--- config.mk ---
export PLATFORM = sky130hd
export DESIGN_NAME = scoreboard_register_file_flat
export DESIGN_NICKNAME = d
export VERILOG_FILES = /design/src/rtl/rf_pkg.sv /design/src/rtl/scoreboard_register_file_if.sv /design/src/rtl/busy_scoreboard.sv /design/src/rtl/scoreboard_register_file.sv /design/src/flat_wrapper.sv
export SDC_FILE = /design/constraint.sdc
export NUM_CORES = 2
export LEC_CHECK = 0
export ABC_AREA = 1
export BUFFER_PORTS_ARGS = -buffer_cell sky130_fd_sc_hd__buf_2
export CAP_MARGIN = 20
export CELL_PAD_IN_SITES_DETAIL_PLACEMENT = 1
export CELL_PAD_IN_SITES_GLOBAL_PLACEMENT = 2
export CORE_MARGIN = 1.5
export CORE_UTILIZATION = 36
export DETAILED_ROUTE_END_ITERATION = 8
export GPL_TIMING_DRIVEN = 1
export PLACE_DENSITY = 0.89
export SETUP_SLACK_MARGIN = 0.2
export SYNTH_ARGS = -nofsm -noshare
export SYNTH_HDL_FRONTEND = slang
export SYNTH_SLANG_ARGS = --single-unit
--- constraint.sdc ---
create_clock -name Clk -period 44.1 [get_ports Clk]
set_input_delay 11.025 -clock Clk [delete_from_list [all_inputs] [get_ports Clk]]
set_output_delay 11.025 -clock Clk [all_outputs]
set_load 0.05 [all_outputs]
--- src/rtl/rf_pkg.sv ---
// Shared types and defaults for the scoreboarded register file.
package rf_pkg;
    localparam int RF_DATA_WIDTH = 32;
    localparam int RF_ADDR_WIDTH = 5;
    localparam int unsigned ZERO_REG = 0;

    typedef logic [RF_ADDR_WIDTH-1:0] reg_idx_t;
endpackage

--- src/rtl/scoreboard_register_file_if.sv ---
// Read, writeback and reservation bundle of the register file.
interface scoreboard_register_file_if
    import rf_pkg::*;
#(
    parameter int DATA_WIDTH = RF_DATA_WIDTH,
    parameter int ADDR_WIDTH = RF_ADDR_WIDTH
);
    logic [ADDR_WIDTH-1:0] Read_Reg_1;
    logic [ADDR_WIDTH-1:0] Read_Reg_2;
    logic [DATA_WIDTH-1:0] Read_Data_1;
    logic [DATA_WIDTH-1:0] Read_Data_2;
    logic                  Read_Ready_1;
    logic                  Read_Ready_2;
    logic                  Register_Write;
    logic [ADDR_WIDTH-1:0] Write_Reg;
    logic [DATA_WIDTH-1:0] Register_Write_Data;
    logic                  Reserve_En;
    logic [ADDR_WIDTH-1:0] Reserve_Reg;
    logic                  Reserve_Stall;
    logic [ADDR_WIDTH:0]   Busy_Count;

    modport master (
        output Read_Reg_1, Read_Reg_2,
        output Register_Write, Write_Reg, Register_Write_Data,
        output Reserve_En, Reserve_Reg,
        input  Read_Data_1, Read_Data_2,
        input  Read_Ready_1, Read_Ready_2,
        input  Reserve_Stall, Busy_Count
    );

    modport slave (
        input  Read_Reg_1, Read_Reg_2,
        input  Register_Write, Write_Reg, Register_Write_Data,
        input  Reserve_En, Reserve_Reg,
        output Read_Data_1, Read_Data_2,
        output Read_Ready_1, Read_Ready_2,
        output Reserve_Stall, Busy_Count
    );
endinterface

--- src/rtl/busy_scoreboard.sv ---
// Pending-producer bits, WAW reservation stall and registered busy count.
module busy_scoreboard
    import rf_pkg::*;
#(
    parameter int ADDR_WIDTH = RF_ADDR_WIDTH
) (
    input  logic                  clk_i,
    input  logic                  rst_i,
    input  logic                  wr_en_i,
    input  logic [ADDR_WIDTH-1:0] wr_reg_i,
    input  logic                  reserve_en_i,
    input  logic [ADDR_WIDTH-1:0] reserve_reg_i,
    input  logic [ADDR_WIDTH-1:0] rd_reg_1_i,
    input  logic [ADDR_WIDTH-1:0] rd_reg_2_i,
    output logic                  busy_1_o,
    output logic                  busy_2_o,
    output logic                  stall_o,
    output logic [ADDR_WIDTH:0]   count_o
);
    localparam int DEPTH = 2**ADDR_WIDTH;
    localparam logic [ADDR_WIDTH-1:0] ZERO = ADDR_WIDTH'(ZERO_REG);
    localparam logic [ADDR_WIDTH:0] ONE = (ADDR_WIDTH+1)'(1);

    logic [DEPTH-1:0]    busy_q, busy_d;
    logic [ADDR_WIDTH:0] count_q, count_d;
    logic                wr_ok, set, inc, dec;

    always_comb begin
        wr_ok   = wr_en_i && (wr_reg_i != ZERO);
        stall_o = reserve_en_i && (reserve_reg_i != ZERO)
                  && busy_q[reserve_reg_i]
                  && !(wr_en_i && (wr_reg_i == reserve_reg_i));
        set     = reserve_en_i && (reserve_reg_i != ZERO) && !stall_o;
        // Count moves only when a bit really flips; set beats clear.
        inc     = set && !busy_q[reserve_reg_i];
        dec     = wr_ok && busy_q[wr_reg_i]
                  && !(set && (reserve_reg_i == wr_reg_i));

        busy_d = busy_q;
        if (wr_ok) busy_d[wr_reg_i] = 1'b0;
        if (set)   busy_d[reserve_reg_i] = 1'b1;

        count_d = count_q;
        if (inc && !dec)      count_d = count_q + ONE;
        else if (dec && !inc) count_d = count_q - ONE;
    end

    always_ff @(posedge clk_i or posedge rst_i) begin
        if (rst_i) begin
            busy_q  <= '0;
            count_q <= '0;
        end else begin
            busy_q  <= busy_d;
            count_q <= count_d;
        end
    end

    assign busy_1_o = busy_q[rd_reg_1_i];
    assign busy_2_o = busy_q[rd_reg_2_i];
    assign count_o  = count_q;
endmodule

--- src/rtl/scoreboard_register_file.sv ---
// Two-read, one-write register file with write-through bypass and scoreboard.
module scoreboard_register_file
    import rf_pkg::*;
#(
    parameter int DATA_WIDTH = RF_DATA_WIDTH,
    parameter int ADDR_WIDTH = RF_ADDR_WIDTH
) (
    input  logic Clk,
    input  logic Reset,
    scoreboard_register_file_if.slave bus
);
    localparam int DEPTH = 2**ADDR_WIDTH;
    localparam logic [ADDR_WIDTH-1:0] ZERO = ADDR_WIDTH'(ZERO_REG);

    logic [DATA_WIDTH-1:0] regs_q [DEPTH];
    logic                  wr_ok, hit_1, hit_2, busy_1, busy_2;

    assign wr_ok = bus.Register_Write && (bus.Write_Reg != ZERO);
    assign hit_1 = wr_ok && (bus.Write_Reg == bus.Read_Reg_1);
    assign hit_2 = wr_ok && (bus.Write_Reg == bus.Read_Reg_2);

    // Entry 0 is never written, so it stays at its reset value of zero.
    always_ff @(posedge Clk or posedge Reset) begin
        if (Reset) begin
            for (int i = 0; i < DEPTH; i++) regs_q[i] <= '0;
        end else if (wr_ok) begin
            regs_q[bus.Write_Reg] <= bus.Register_Write_Data;
        end
    end

    assign bus.Read_Data_1  = hit_1 ? bus.Register_Write_Data
                                    : regs_q[bus.Read_Reg_1];
    assign bus.Read_Data_2  = hit_2 ? bus.Register_Write_Data
                                    : regs_q[bus.Read_Reg_2];
    assign bus.Read_Ready_1 = !busy_1 || hit_1;
    assign bus.Read_Ready_2 = !busy_2 || hit_2;

    busy_scoreboard #(
        .ADDR_WIDTH(ADDR_WIDTH)
    ) u_busy (
        .clk_i        (Clk),
        .rst_i        (Reset),
        .wr_en_i      (bus.Register_Write),
        .wr_reg_i     (bus.Write_Reg),
        .reserve_en_i (bus.Reserve_En),
        .reserve_reg_i(bus.Reserve_Reg),
        .rd_reg_1_i   (bus.Read_Reg_1),
        .rd_reg_2_i   (bus.Read_Reg_2),
        .busy_1_o     (busy_1),
        .busy_2_o     (busy_2),
        .stall_o      (bus.Reserve_Stall),
        .count_o      (bus.Busy_Count)
    );
endmodule
--- src/flat_wrapper.sv ---
// flat-port wrapper written by rule: the top's interface ports become plain ports
module scoreboard_register_file_flat import rf_pkg::*;
#(
    parameter int DATA_WIDTH = RF_DATA_WIDTH,
    parameter int ADDR_WIDTH = RF_ADDR_WIDTH
)
  (Clk, Reset, bus_Read_Reg_1, bus_Read_Reg_2, bus_Register_Write, bus_Write_Reg, bus_Register_Write_Data, bus_Reserve_En, bus_Reserve_Reg, bus_Read_Data_1, bus_Read_Data_2, bus_Read_Ready_1, bus_Read_Ready_2, bus_Reserve_Stall, bus_Busy_Count);
  scoreboard_register_file_if #(.DATA_WIDTH(DATA_WIDTH), .ADDR_WIDTH(ADDR_WIDTH)) bus_i ();
  input  logic Clk;
  input  logic Reset;
  input wire logic [$bits(bus_i.Read_Reg_1)-1:0] bus_Read_Reg_1;
  input wire logic [$bits(bus_i.Read_Reg_2)-1:0] bus_Read_Reg_2;
  input wire logic [$bits(bus_i.Register_Write)-1:0] bus_Register_Write;
  input wire logic [$bits(bus_i.Write_Reg)-1:0] bus_Write_Reg;
  input wire logic [$bits(bus_i.Register_Write_Data)-1:0] bus_Register_Write_Data;
  input wire logic [$bits(bus_i.Reserve_En)-1:0] bus_Reserve_En;
  input wire logic [$bits(bus_i.Reserve_Reg)-1:0] bus_Reserve_Reg;
  output wire logic [$bits(bus_i.Read_Data_1)-1:0] bus_Read_Data_1;
  output wire logic [$bits(bus_i.Read_Data_2)-1:0] bus_Read_Data_2;
  output wire logic [$bits(bus_i.Read_Ready_1)-1:0] bus_Read_Ready_1;
  output wire logic [$bits(bus_i.Read_Ready_2)-1:0] bus_Read_Ready_2;
  output wire logic [$bits(bus_i.Reserve_Stall)-1:0] bus_Reserve_Stall;
  output wire logic [$bits(bus_i.Busy_Count)-1:0] bus_Busy_Count;
  assign bus_i.Read_Reg_1 = bus_Read_Reg_1;
  assign bus_i.Read_Reg_2 = bus_Read_Reg_2;
  assign bus_i.Register_Write = bus_Register_Write;
  assign bus_i.Write_Reg = bus_Write_Reg;
  assign bus_i.Register_Write_Data = bus_Register_Write_Data;
  assign bus_i.Reserve_En = bus_Reserve_En;
  assign bus_i.Reserve_Reg = bus_Reserve_Reg;
  assign bus_Read_Data_1 = bus_i.Read_Data_1;
  assign bus_Read_Data_2 = bus_i.Read_Data_2;
  assign bus_Read_Ready_1 = bus_i.Read_Ready_1;
  assign bus_Read_Ready_2 = bus_i.Read_Ready_2;
  assign bus_Reserve_Stall = bus_i.Reserve_Stall;
  assign bus_Busy_Count = bus_i.Busy_Count;
  scoreboard_register_file #(.DATA_WIDTH(DATA_WIDTH), .ADDR_WIDTH(ADDR_WIDTH)) u_core (.Clk(Clk), .Reset(Reset), .bus(bus_i));
endmodule
# Word level (Yosys, flattened, before mapping)
# Index checks and enable logic that the tools add are counted.
[word_totals]
ff_bits = 1062
latchBits = 0
ramBits = 0
mem_bits_ro = 0
inputBits = 56
out_inout_bits = 73
word_cells = 113
n_memories = 0
[classes]
addsub = 2
mul = 0
n_div = 0
n_lt_le_gt_ge = 10
n_eq_ne = 4
n_shift = 0
mux = 27
bitwise_logic = 6
reduce_logical = 30
[ops]
columns = ["operator", "count"]
rows = [
  ["1024-bit bitwise mux", 1],
  ["32-bit binary-select mux with 5-bit select", 2],
  ["32-bit 2-to-1 mux", 9],
  ["32-bit demux with 5-bit select", 1],
  ["32-bit bitwise AND", 1],
  ["32-bit NOT", 1],
  ["32-bit OR", 1],
  ["5-bit by 6-bit < comparator with 1-bit output, second input constant", 4],
  ["1-bit binary-select mux with 5-bit select", 4],
  ["5-bit == test", 4],
  ["6-bit greater-or-equal comparator, second input constant", 3],
  ["5-bit NOT with 6-bit output", 3],
  ["1-bit logical AND", 17],
  ["6-bit 2-to-1 mux", 2],
  ["1-bit demux with 5-bit select", 2],
  ["5-bit by 1-bit greater-or-equal comparator with 1-bit output, second input constant", 2],
  ["5-bit nonzero test", 2],
  ["1-bit logical NOT", 8],
  ["6-bit by 1-bit adder with 6-bit output, second input constant", 1],
  ["6-bit by 1-bit < comparator with 1-bit output, second input constant", 1],
  ["1-bit 2-to-1 mux", 6],
  ["6-bit by 1-bit subtractor with 6-bit output, second input constant", 1],
  ["1-bit logical OR", 2],
  ["2-bit nonzero test", 1],
]

# Longest topological paths before layout
[depth]
depth_word = 12
depth_mapped = 25
depth_no_buf = 24

# Hierarchy
# A second synthesis with hierarchy kept.
[hier_totals]
hier_cells = 8913
hier_area_um2 = 61027.3
[modules_own_cells]
columns = ["mod", "n_inst", "cells_per_inst", "area_each_um2", "seq_area_each_um2"]
rows = [
  ["scoreboard_register_file", 1, 8350, 57679.1, 25624.6],
  ["busy_scoreboard", 1, 563, 3348.2, 950.9],
]

# Worst setup path before layout
# No wires, ideal clock.
[synth_timing]
kind = "input-to-output"
from = "in bus_Write_Reg[1]"
to = "out bus_Read_Data_2[22]"
arrival_time_ps = 13141
required_ps = 33075
slack_ps = 19934
cell_stages = 9
path_buffers = 3
path_cell_list = "buf_2 > inv_2 > buf_2 > nand2_1 > nand4_1 > nor3_2 > nand2_2 > clkbuf_1 > o21ai_0"
[synth_between]
elab_chain_cells = 4
word_cells_on_any_way = 5
classes_between = "eq/ne: 1; mux: 1; reduce/logical: 3"
[synth_rtl]
columns = ["item", "line_no", "source"]
rows = [
  ["start: declaration", "flat_wrapper.sv:14", "input wire logic [$bits(bus_i.Write_Reg)-1:0] bus_Write_Reg;"],
  ["5-bit nonzero test", "scoreboard_register_file.sv:18", "assign wr_ok = bus.Register_Write && (bus.Write_Reg != ZERO);"],
  ["1-bit logical AND", "scoreboard_register_file.sv:18", ""],
  ["1-bit logical AND (*)", "scoreboard_register_file.sv:20", "assign hit_2 = wr_ok && (bus.Write_Reg == bus.Read_Reg_2);"],
  ["32-bit 2-to-1 mux (*)", "scoreboard_register_file.sv:33", "assign bus.Read_Data_2 = hit_2 ? bus.Register_Write_Data"],
  ["end: declaration", "flat_wrapper.sv:19", "output wire logic [$bits(bus_i.Read_Data_2)-1:0] bus_Read_Data_2;"],
]
# Every way passes the cells marked *; elsewhere a longest branch is shown, timed or not.

# Worst setup path after layout
[layout_timing]
from = "in bus_Read_Reg_2[0]"
to = "out bus_Read_Data_2[23]"
[layout_between]
elab_chain_cells = 5
word_cells_on_any_way = 7
classes_between = "eq/ne: 1; mux: 4; bitwise: 1; reduce/logical: 1"
[layout_rtl]
columns = ["item", "line_no", "source"]
rows = [
  ["start: declaration", "flat_wrapper.sv:12", "input wire logic [$bits(bus_i.Read_Reg_2)-1:0] bus_Read_Reg_2;"],
  ["5-bit NOT with 6-bit output (implied by the code)", "scoreboard_register_file.sv:34", ": regs_q[bus.Read_Reg_2];"],
  ["32-bit binary-select mux with 5-bit select", "scoreboard_register_file.sv:34", ""],
  ["32-bit 2-to-1 mux (implied by the code) (2 in series)", "scoreboard_register_file.sv:34", ""],
  ["32-bit 2-to-1 mux (*)", "scoreboard_register_file.sv:33", ""],
]
# Every way passes the cells marked *; elsewhere a longest branch is shown, timed or not. The select of a mux whose other input is x is not followed.

==> results by stage <==
Run status:
- The flow ran to the end, and the final reports show no timing, DRC or antenna violations.

Pwr:
- The net load switching power is 1.049 mW.
- Power spread over the standard cell area amounts to 46.62 nW/µm².
- VDD sags by at most 40.65 µV.
- The internal portion of total power is 2.002 mW.
- The switching part of the total power is 34.37%.
- In this run the static leakage power is 30.46 nW.
- The portion of total power attributed to the clock network is 35.2%.
- The part of the total power dissipated in sequential elements is 43.5%.
- Combinational logic is responsible for 21.3% of the overall power.
- The total power is 3.051 mW.

Detailed routing:
- The first TritonRoute pass finished after 5 iterations.
- The highest metal layer carrying signal wires in the routed design is met5.
- The routed design uses 122300 µm of met2 wire.
- The number of nets still failing antenna checks after routing is 0.
- The average wire per cell in the routed design is 24.81 µm.
- The detailed router finished its first iteration with 6354 violations.
- The detailed-route wire length on metal 1 is 112200 µm.
- The routed wire length is 264300 µm.
- The routed length on met3 is 18620 µm.
- The overall via count from detail_route is 62660.
- In the routed design, unresolved DRC markers number 0.
- In the routed layout, each cell is associated on average with a via count of 5.882.

Synth:
- The synthesized netlist net count is 8875.
- Each instance of the synthesized netlist takes up on average 6.848 µm².
- Sequential cells were found to cover 44.04% of the synthesized design area.
- Yosys printed 0 warnings.
- The number of instances in the synthesized netlist is 8813.
- The summed instance area of the synthesized netlist is 60350 µm².
- In this run, synthesis produced a sequential element count of 1062.
- After synthesis, the netlist uses 34 different library cells.

Clocking:
- For the worst-skew pair, the clock arrives at the later sink with an insertion delay of 0.79 ns.
- The number of clock buffers inserted by TritonCTS is 130.
- The CTS tree is done.
- The CTS sink count is 1062.
- The total of hold buffers inserted after clock tree synthesis is 0.
- The H-tree was split into 4 levels.
- The post-cts gate resize count is 0.
- CTS placed an instance of sky130_fd_sc_hd__clkbuf_16 at the clock tree root.
- Post-CTS timing repair inserted 0 buffers for setup.
- The clock edge transition at the registers on the reported setup and hold paths is 0.06 ns.
- The maximum root-to-sink buffer count is 3.

Worst setup path:
- The cell that appears most often on the critical path is sky130_fd_sc_hd__nand3_1.
- At the worst endpoint, the arrival time is 15.41 ns.
- The worst setup path is captured at a primary output.
- The number of buffers and inverters on the critical path is 5.
- The signal on the critical path passes through buf_8, inv_8, buf_4, buf_12, nand2_1, nand3_1, nand3_1, nand2_1, nand2_1, nand3_1, nand3_1, o21ai_0, buf_2.
- The kind of cell adding the most delay to the critical path is buffers and inverters.
- The critical path is of the in2out type.
- The kind of launch point of the worst setup path is a primary input.
- In this run the worst path has a maximum fanout of 177.
- The largest single stage delay on the critical path is 0.80 ns.
- The largest individual stage delay along the critical path comes from the cell sky130_fd_sc_hd__buf_4.
- STA puts the critical path data required time at 33.07 ns.

Timing:
- The clock skew is 0.007625 ns.
- The count of pins over their slew limit came to 0.
- The summed negative setup slack over all endpoints is 0 ns.
- The worst pin sits at a relative slew slack of 20.40%.
- The final-report hold violation count is 0.
- The worst hold slack after final layout is 0.4018 ns.
- The ratio of final minimum period to clock period is 59.94%.
- The final critical path time including I/O delays and setup is 26.44 ns.
- The slew of the pin with the lowest slew margin is 1.194 ns.
- Setup slack on the critical path of the routed design comes to 17.66 ns.
- Setup repair after global routing left no endpoint under its margin.
- Based on the critical path, the design can be clocked at up to 37.83 MHz.
- The number of setup violations in the final report is 0.

Min path:
- The class of the tightest hold or removal check is reg2reg.

Place:
- The half-perimeter wire length after detailed placement is 137400 µm.
- The number of placed instances, taps included is 10430.
- Routability-driven placement finished with a final weighted congestion of 0.8311.
- The worst slack at placement is 17.75 ns.
- The number of buffers added on ports is 128.

Floorplan:
- In this run the core area contains 150 standard-cell rows.
- The height of the die is 412.4 µm.
- The starting utilization of the core area is 36.17%.
- The boundary pin count is 129.
- The die covers 170100 µm².
- The die is 412.4 µm wide.
- The core area is 166800 µm².

Global route:
- The via count of the first global-routing pass is 63960.
- The first-pass GRT wire length is 401500 µm.
- The maximum number of pins on one net before global-route repair is 196.
- Global routing consumed, over all layers together, 30.77% of the routing resources.
- The initial antenna violation count is 8.
- The total congestion overflow after global routing is 0.

Layout:
- The number of nets at the end of the flow is 8420.
- The repair_antennas step left the layout with diodes totalling 0.
- The library cells used most frequently in the layout, excluding fill and tap cells, are sky130_fd_sc_hd__nand2_1, sky130_fd_sc_hd__nand3_1, sky130_fd_sc_hd__dfrtp_1, sky130_fd_sc_hd__o21ai_0, sky130_fd_sc_hd__nor2_1.
- The layout-stage area growth over the synthesis result is 8.428%.
- The leading cell type in the layout, fill and taps excluded is sky130_fd_sc_hd__nand2_1.
- The count of cells in the finished layout, fillers not included, comes to 10650.
- The fraction of final layout cells sized beyond drive strength 1 is 5.941%.

Run:
- The max-cap violation count is 0.
==> final cells by class <==
class	instances	area (µm²)
clock buffer	193	3941
clock inverter	31	198.9
fill	20960	101400
inverter	104	461.7
multi-input combinational	6826	29790
sequential	1062	26580
tap	2204	2758
timing repair buffer	234	1709
==> flip-flops by register name, indices dropped and copies added, names as in the netlist <==
signal                 count
u_core.u_busy.busy_q      32
u_core.u_busy.count_o      6
u_core.regs_q           1024
==> cell usage after synthesis <==
cell                          n  area [µm²]
sky130_fd_sc_hd__nor2_4       5       56.30
sky130_fd_sc_hd__buf_6       20       225.2
sky130_fd_sc_hd__o21ai_1    187       935.9
sky130_fd_sc_hd__fa_1         1       20.02
sky130_fd_sc_hd__nand2_2      8       50.05
sky130_fd_sc_hd__xor2_1       5       43.79
sky130_fd_sc_hd__buf_1       69       259.0
sky130_fd_sc_hd__buf_2      262        1311
sky130_fd_sc_hd__nand3_1   1775        8884
sky130_fd_sc_hd__a31oi_1      1       6.260
sky130_fd_sc_hd__nor2_1     225       844.6
sky130_fd_sc_hd__dfrtp_1   1062       26580
sky130_fd_sc_hd__nor3_4       1       16.27
sky130_fd_sc_hd__nand2_4      2       22.52
sky130_fd_sc_hd__nand2_1   3606       13540
sky130_fd_sc_hd__inv_2       17       63.81
sky130_fd_sc_hd__o31ai_1      4       30.03
sky130_fd_sc_hd__a21oi_1    194       970.9
sky130_fd_sc_hd__o21ai_0    753        3769
sky130_fd_sc_hd__ha_1         5       62.56
sky130_fd_sc_hd__or2_2        1       6.260
sky130_fd_sc_hd__o221ai_1     1       8.760
sky130_fd_sc_hd__inv_1       86       322.8
sky130_fd_sc_hd__nand4_1      9       56.30
sky130_fd_sc_hd__buf_4       45       337.8
sky130_fd_sc_hd__o211ai_1    17       127.6
sky130_fd_sc_hd__nor3_1       8       40.04
sky130_fd_sc_hd__inv_4        1       6.260
sky130_fd_sc_hd__nor2_2       3       18.77
sky130_fd_sc_hd__clkbuf_2     7       35.03
sky130_fd_sc_hd__clkbuf_1   418        1569
sky130_fd_sc_hd__nor3_2       8       80.08
sky130_fd_sc_hd__xnor2_1      6       52.55
sky130_fd_sc_hd__o21bai_1     1       7.510
==> logic make-up after synthesis <==
group                    after synthesis  synth area share (%)
AND/OR/NAND/NOR                     5651                 39.12
XOR/XNOR                              11                0.1596
buffers and inverters                925                 6.844
flip-flops                          1062                 44.04
AO/OA/AOI/OAI                       1158                 9.703
adder cells (fa/ha/maj)                6                0.1368
==> per-stage QoR <==
step / area [µm²] / utilization [%]
5_1_grt: 65440 / 39.22
2_1_floorplan: 60350 / -
4_1_cts: 65330 / 39.15
6_report: 65440 / 39.22
3_3_place_gp: 61150 / 36.65
3_5_place_dp: 61190 / 36.67
==> layer usage <==
layer	up-vias	global-route usage, %
met5	-	0
met4	4	12.89
met3	598	4.043
met2	2507	50.41
met1	31680	40.79
li1	27870	-
==> path summary, 6_finish.rpt <==
| check | startpoint | slack (ns) | cells after the start | endpoint |
|---|---|---|---|---|
| max | bus_Read_Reg_2[0] | 17.66 | 13 | bus_Read_Data_2[23] |
| min | u_core.regs_q[1012] | 0.40 | 0 | u_core.regs_q[1012] |
| max reg2reg | u_core.u_busy.busy_q[8] | 40.68 | 23 | u_core.u_busy.count_o[5] |
| min reg2reg | u_core.regs_q[1012] | 0.40 | 0 | u_core.regs_q[1012] |
| max in group asynchronous | Reset | 30.52 | 5 | u_core.regs_q[901] |
| min in group asynchronous | Reset | 10.33 | 2 | u_core.regs_q[926] |
==> power by group through the flow <==
stage	Sequential, mW	Clock [mW]	Combinational (mW)
6_report	1.33	1.07	0.651
5_1_grt	1.35	1.12	0.736
4_1_cts	1.32	1.09	0.648
3_5_place_dp	1.33	0	0.644
3_3_place_gp	1.32	0	0.618
2_1_floorplan	1.30	0	0.472
Note: power is estimated with default switching activity, not from simulation.
